===== src/rtl/avli2c_pkg.sv =====
// Shared types and helpers for the Avalon/I2C EEPROM interface buffers.
package avli2c_pkg;

    localparam int AVLI2C_WORD_BYTES = 4;

    typedef enum logic [1:0] {
        IDLE    = 2'd0,
        COLLECT = 2'd1,
        READY   = 2'd2
    } rdbuf_state_t;

    // Requested byte count is 1..4; anything outside that range means a full word.
    function automatic logic [2:0] clamp_length(input logic [2:0] length);
        if (length >= 3'd1 && length <= 3'd4) begin
            return length;
        end
        return 3'd4;
    endfunction

endpackage


===== src/rtl/avli2c_read_data_buffer.sv =====
// Packs I2C read bytes little-endian into a 32-bit word; byte visible one edge after its strobe.
// No stall on the I2C side: bytes arriving outside COLLECT are dropped and flagged in overflow_o.
module avli2c_read_data_buffer
    import avli2c_pkg::*;
(
    input  logic        clock_i,
    input  logic        reset_i,
    input  logic        start_i,
    input  logic [2:0]  length_i,
    input  logic        clear_i,
    input  logic [7:0]  i2c_data_i,
    input  logic        i2c_data_valid_i,
    output logic        i2c_ready_o,
    output logic [31:0] data_o,
    output logic [3:0]  byte_valid_o,
    output logic        data_ready_o,
    input  logic        read_ack_i,
    output logic        overflow_o
);

    rdbuf_state_t state, state_n;
    logic [2:0]   count, count_n;
    logic [2:0]   target, target_n;
    logic [31:0]  data_buf, data_buf_n;
    logic [3:0]   byte_valid, byte_valid_n;
    logic         overflow, overflow_n;
    logic [1:0]   lane;

    assign lane = count[1:0];

    always_comb begin
        state_n      = state;
        count_n      = count;
        target_n     = target;
        data_buf_n   = data_buf;
        byte_valid_n = byte_valid;
        overflow_n   = overflow;

        if (clear_i) begin
            state_n      = IDLE;
            count_n      = 3'd0;
            target_n     = 3'd4;
            data_buf_n   = 32'd0;
            byte_valid_n = 4'd0;
            overflow_n   = 1'b0;
        end else if (start_i) begin
            // A coincident byte strobe is intentionally dropped without flagging overflow.
            state_n      = COLLECT;
            count_n      = 3'd0;
            target_n     = clamp_length(length_i);
            data_buf_n   = 32'd0;
            byte_valid_n = 4'd0;
            overflow_n   = 1'b0;
        end else begin
            case (state)
                COLLECT: begin
                    if (i2c_data_valid_i) begin
                        data_buf_n[{lane, 3'b000} +: 8] = i2c_data_i;
                        byte_valid_n[lane]              = 1'b1;
                        count_n                         = count + 3'd1;
                        if (count + 3'd1 == target) begin
                            state_n = READY;
                        end
                    end
                end
                READY: begin
                    if (i2c_data_valid_i) begin
                        overflow_n = 1'b1;
                    end
                    if (read_ack_i) begin
                        state_n      = IDLE;
                        data_buf_n   = 32'd0;
                        byte_valid_n = 4'd0;
                    end
                end
                default: begin
                    if (i2c_data_valid_i) begin
                        overflow_n = 1'b1;
                    end
                end
            endcase
        end
    end

    always_ff @(posedge clock_i or negedge reset_i) begin
        if (!reset_i) begin
            state      <= IDLE;
            count      <= 3'd0;
            target     <= 3'd4;
            data_buf   <= 32'd0;
            byte_valid <= 4'd0;
            overflow   <= 1'b0;
        end else begin
            state      <= state_n;
            count      <= count_n;
            target     <= target_n;
            data_buf   <= data_buf_n;
            byte_valid <= byte_valid_n;
            overflow   <= overflow_n;
        end
    end

    assign data_o       = data_buf;
    assign byte_valid_o = byte_valid;
    assign overflow_o   = overflow;
    assign i2c_ready_o  = (state == COLLECT);
    assign data_ready_o = (state == READY);

endmodule

===== config.mk =====
export PLATFORM = sky130hd
export DESIGN_NAME = avli2c_read_data_buffer
export DESIGN_NICKNAME = d
export VERILOG_FILES = /design/src/rtl/avli2c_pkg.sv /design/src/rtl/avli2c_read_data_buffer.sv
export SDC_FILE = /design/constraint.sdc
export NUM_CORES = 1
export LEC_CHECK = 0
export ABC_AREA = 1
export BUFFER_PORTS_ARGS = -buffer_cell sky130_fd_sc_hd__buf_4
export CAP_MARGIN = 25
export CORE_UTILIZATION = 55
export CTS_CLUSTER_SIZE = 8
export DETAILED_ROUTE_END_ITERATION = 12
export GPL_ROUTABILITY_DRIVEN = 0
export PLACE_DENSITY = 0.85
export SYNTH_ARGS = -nofsm -noshare
export SYNTH_HDL_FRONTEND = slang
export SYNTH_SLANG_ARGS = --single-unit

===== constraint.sdc =====
create_clock -name clock_i -period 4.88 [get_ports clock_i]
set_clock_uncertainty 0.15 [all_clocks]
set_input_delay 0 -clock clock_i [delete_from_list [all_inputs] [get_ports clock_i]]
set_output_delay 0 -clock clock_i [all_outputs]
set_load 0.01 [all_outputs]

==> reports/results.ini <==
[synth]
synth_seq_area_share = 0.512
yosys_warnings = 0
synthCells = 257
syn_nets = 284
synth_largest_type_area_fraction = 0.500
syn_area_mm2 = 0.00220
yosys.cell_types.count = 24
synth-seq-cells = 45
synth_largest_area_cell = sky130_fd_sc_hd__dfrtp_1
ys_top_cells_by_area = sky130_fd_sc_hd__dfrtp_1, sky130_fd_sc_hd__nand2_1, sky130_fd_sc_hd__ha_1
synth_area_per_cell_um2 = 8.57

[timing]
worst_hold_slack_ns = 0.0711
post_route_clock_period_utilization = 0.449
finalMaxSlewViolations = 0
top_achievable_clock_speed_mhz = 457
period_minus_slack_ns = 2.19
timing_worst_slew_pin_value_ns = 0.560
timing.setup.tns_ns = 0
max_slew_margin = 0.626
grt_setup_unrepaired = false
finalHoldViolCount = 0
finalSetupViolCount = 0

[routing]
top_layer_used = met4
avgViaCountPerCell = 5.12
wl_met2_um = 2630
drcViolationCount = 0
route.vias.total = 1946
post_drt_wl_per_cell_um = 13.5
route.met3.wl_um = 264
totalWireLength_um = 5140
antenna_violating_nets_post_route = 0
initialDrtViolationCount = 148
wl_met1_um = 2180
detailedRoute.firstPassIterationCount = 4

[clock_network]
clkLatencyLatePin_ns = 0.30
cts.path.max_buffers = 2
cts_h_tree_depth = 2
tritoncts.num_buffers = 5
clock_tree_from_tritoncts = done
cts_setup_buffers = 0
clk_transition_reported_paths_ns = 0.08
clock-root-buffer = sky130_fd_sc_hd__clkbuf_8
post_cts.resized_instances = 0
clock-sinks = 45

[final_layout]
finish.utilization = 0.781
antenna-diode-count = 0
synthesis_to_layout_area_growth_pct = 32.8
final_cell_count_no_fill = 380
final_layout_size_suffix_gt1_frac = 0.229
mostFrequentLayoutCell = sky130_fd_sc_hd__nand2_1
most-common-layout-cells = sky130_fd_sc_hd__nand2_1, sky130_fd_sc_hd__buf_4, sky130_fd_sc_hd__dfrtp_1
number_of_nets_in_the_finished_design = 358

[worst_setup_path]
crit_start = count[0]$_DFFE_PN0P_
crit_path_end_kind = flip-flop
required_ns = 4.95
cell_at_the_slowest_stage_of_the_critical_path = sky130_fd_sc_hd__dfrtp_1
critical_path.cell_chain = inv_1, ha_1, inv_1, nand2_1, nor2_2, nand2_1, o21ai_0
crit_fanout = 16
criticalPathCategory = flip-flop to flip-flop
setup.reg_to_reg.worst_slack_ns = 2.69
regToRegStartpoint = count[0]$_DFFE_PN0P_
slowest_delay_ns = 0.46
cp.buffers_inverters = 2
rr_worst_depth = 7
r2r_end = data_o[26]$_DFFE_PN0P_
crit_family = buffers and inverters
timing.critical_path.arrival_ns = 2.26
cp-start-kind = flip-flop

[global_route]
grt_pass1_wl_um = 8490
grt_max_degree = 46
globalRouteTotalUtil = 0.266
grt.overflow.total = 0
via_count_of_the_first_global_routing_pass = 1847
number_of_antenna_violations_at_the_first_check_in_global_routing = 0

[floorplanning]
die-area_mm2 = 0.00426
dieWidth_um = 65.3
fp.coreArea_mm2 = 0.00374
die_height_um = 65.3
num_rows = 22
initial_core_util = 0.588
ioPinCount = 56

[pwr]
maximum_vdd_drop_mv = 0.199
power.density_cell_area_mw_per_mm2 = 269
power.total_mw = 0.787
cellLeakagePower_nw = 1.44

[placed_design]
placed_cells_incl_taps = 354
place_hpwl_um = 3380
place.port_buffers = 55

[outcome]
run_status = completed

[job]
maxCapViolCount = 0

[hold_path]
timing.hold.worst.class = input pin to async pin

-- worst reg2reg max path, delay by kind of cell, from the launching register on --
kind / cells / cell delay (ns)
DFF: 1 / 0.46
and+or+nand+nor: 3 / 0.44
adders and majority gates: 1 / 0.38
buffers and inverters: 2 / 0.51
AOI/OAI and AO/OA: 1 / 0.18
-- metal layers --
metal,vias up,track usage
li1,970,-
met5,-,0
met4,0,0.0815
met3,8,0.0486
met2,69,0.457
met1,899,0.340
-- cells by family after synthesis --
kind of cell | synth area share
flip-flops | 0.512
AND/OR/NAND/NOR | 0.264
AO/OA/AOI/OAI | 0.110
adder cells (fa/ha/maj) | 0.0568
buffers and inverters | 0.0574
-- worst max path at each step --
| stage | end | slack (ns) | cells after the start |
|---|---|---|---|
| after detailed placement | data_o[26]$_DFFE_PN0P_ | 2.74 | 7 |
| after global routing | data_o[26]$_DFFE_PN0P_ | 2.46 | 7 |
| after global placement | data_o[26]$_DFFE_PN0P_ | 2.87 | 7 |
| final | data_o[26]$_DFFE_PN0P_ | 2.69 | 7 |
| after CTS | data_o[26]$_DFFE_PN0P_ | 2.71 | 7 |
| after floorplan | data_o[24]$_DFFE_PN0P_ | 2.87 | 8 |
-- where the power goes --
group / switching, mW / total, mW / internal, mW
sequential: 0.00582 / 0.387 / 0.382
combinational: 0.0658 / 0.109 / 0.0433
clock: 0.124 / 0.291 / 0.167
-- flip-flops by register name (all words and copies together) (netlist names) --
name,flops
count,3
overflow_o,1
data_o,32
target,3
state,2
byte_valid_o,4
-- through the flow --
| stage | setup slack (ns) | instance area (um^2) |
|---|---|---|
| global placement | 2.87 | 2630 |
| floorplan | 2.87 | 2200 |
| global route | 2.46 | 2920 |
| CTS | 2.71 | 2920 |
| detailed placement | 2.74 | 2630 |
| finish | 2.69 | 2920 |
-- layout make-up --
class,count,area (um^2)
sequential,45,1130
inverter,21,78.8
multi-input combinational,185,948
tap,48,60.1
fill,265,820
clock inverter,1,30.0
clock buffer,7,86.3
timing repair buffer,73,593
-- synth_stat cells (all sizes together) --
| cell type | n |
|---|---|
| nand2 | 92 |
| dfrtp | 44 |
| o21ai | 30 |
| nor2 | 21 |
| inv | 20 |
| nand3 | 20 |
| ha | 10 |
| a21oi | 5 |
| buf | 5 |
| o22ai | 3 |
| nand3b | 2 |
| clkbuf | 1 |
| clkinv | 1 |
| dfstp | 1 |
| nand4 | 1 |
| o221a | 1 |
-- what timing repair did --
| action | in CTS | in global routing |
|---|---|---|
| endpoints found under the hold margin | 85 | 0 |
| endpoints found under the setup margin | 0 | 0 |
| hold buffers | 18 | 0 |
Power figures use the tool's default switching activity.
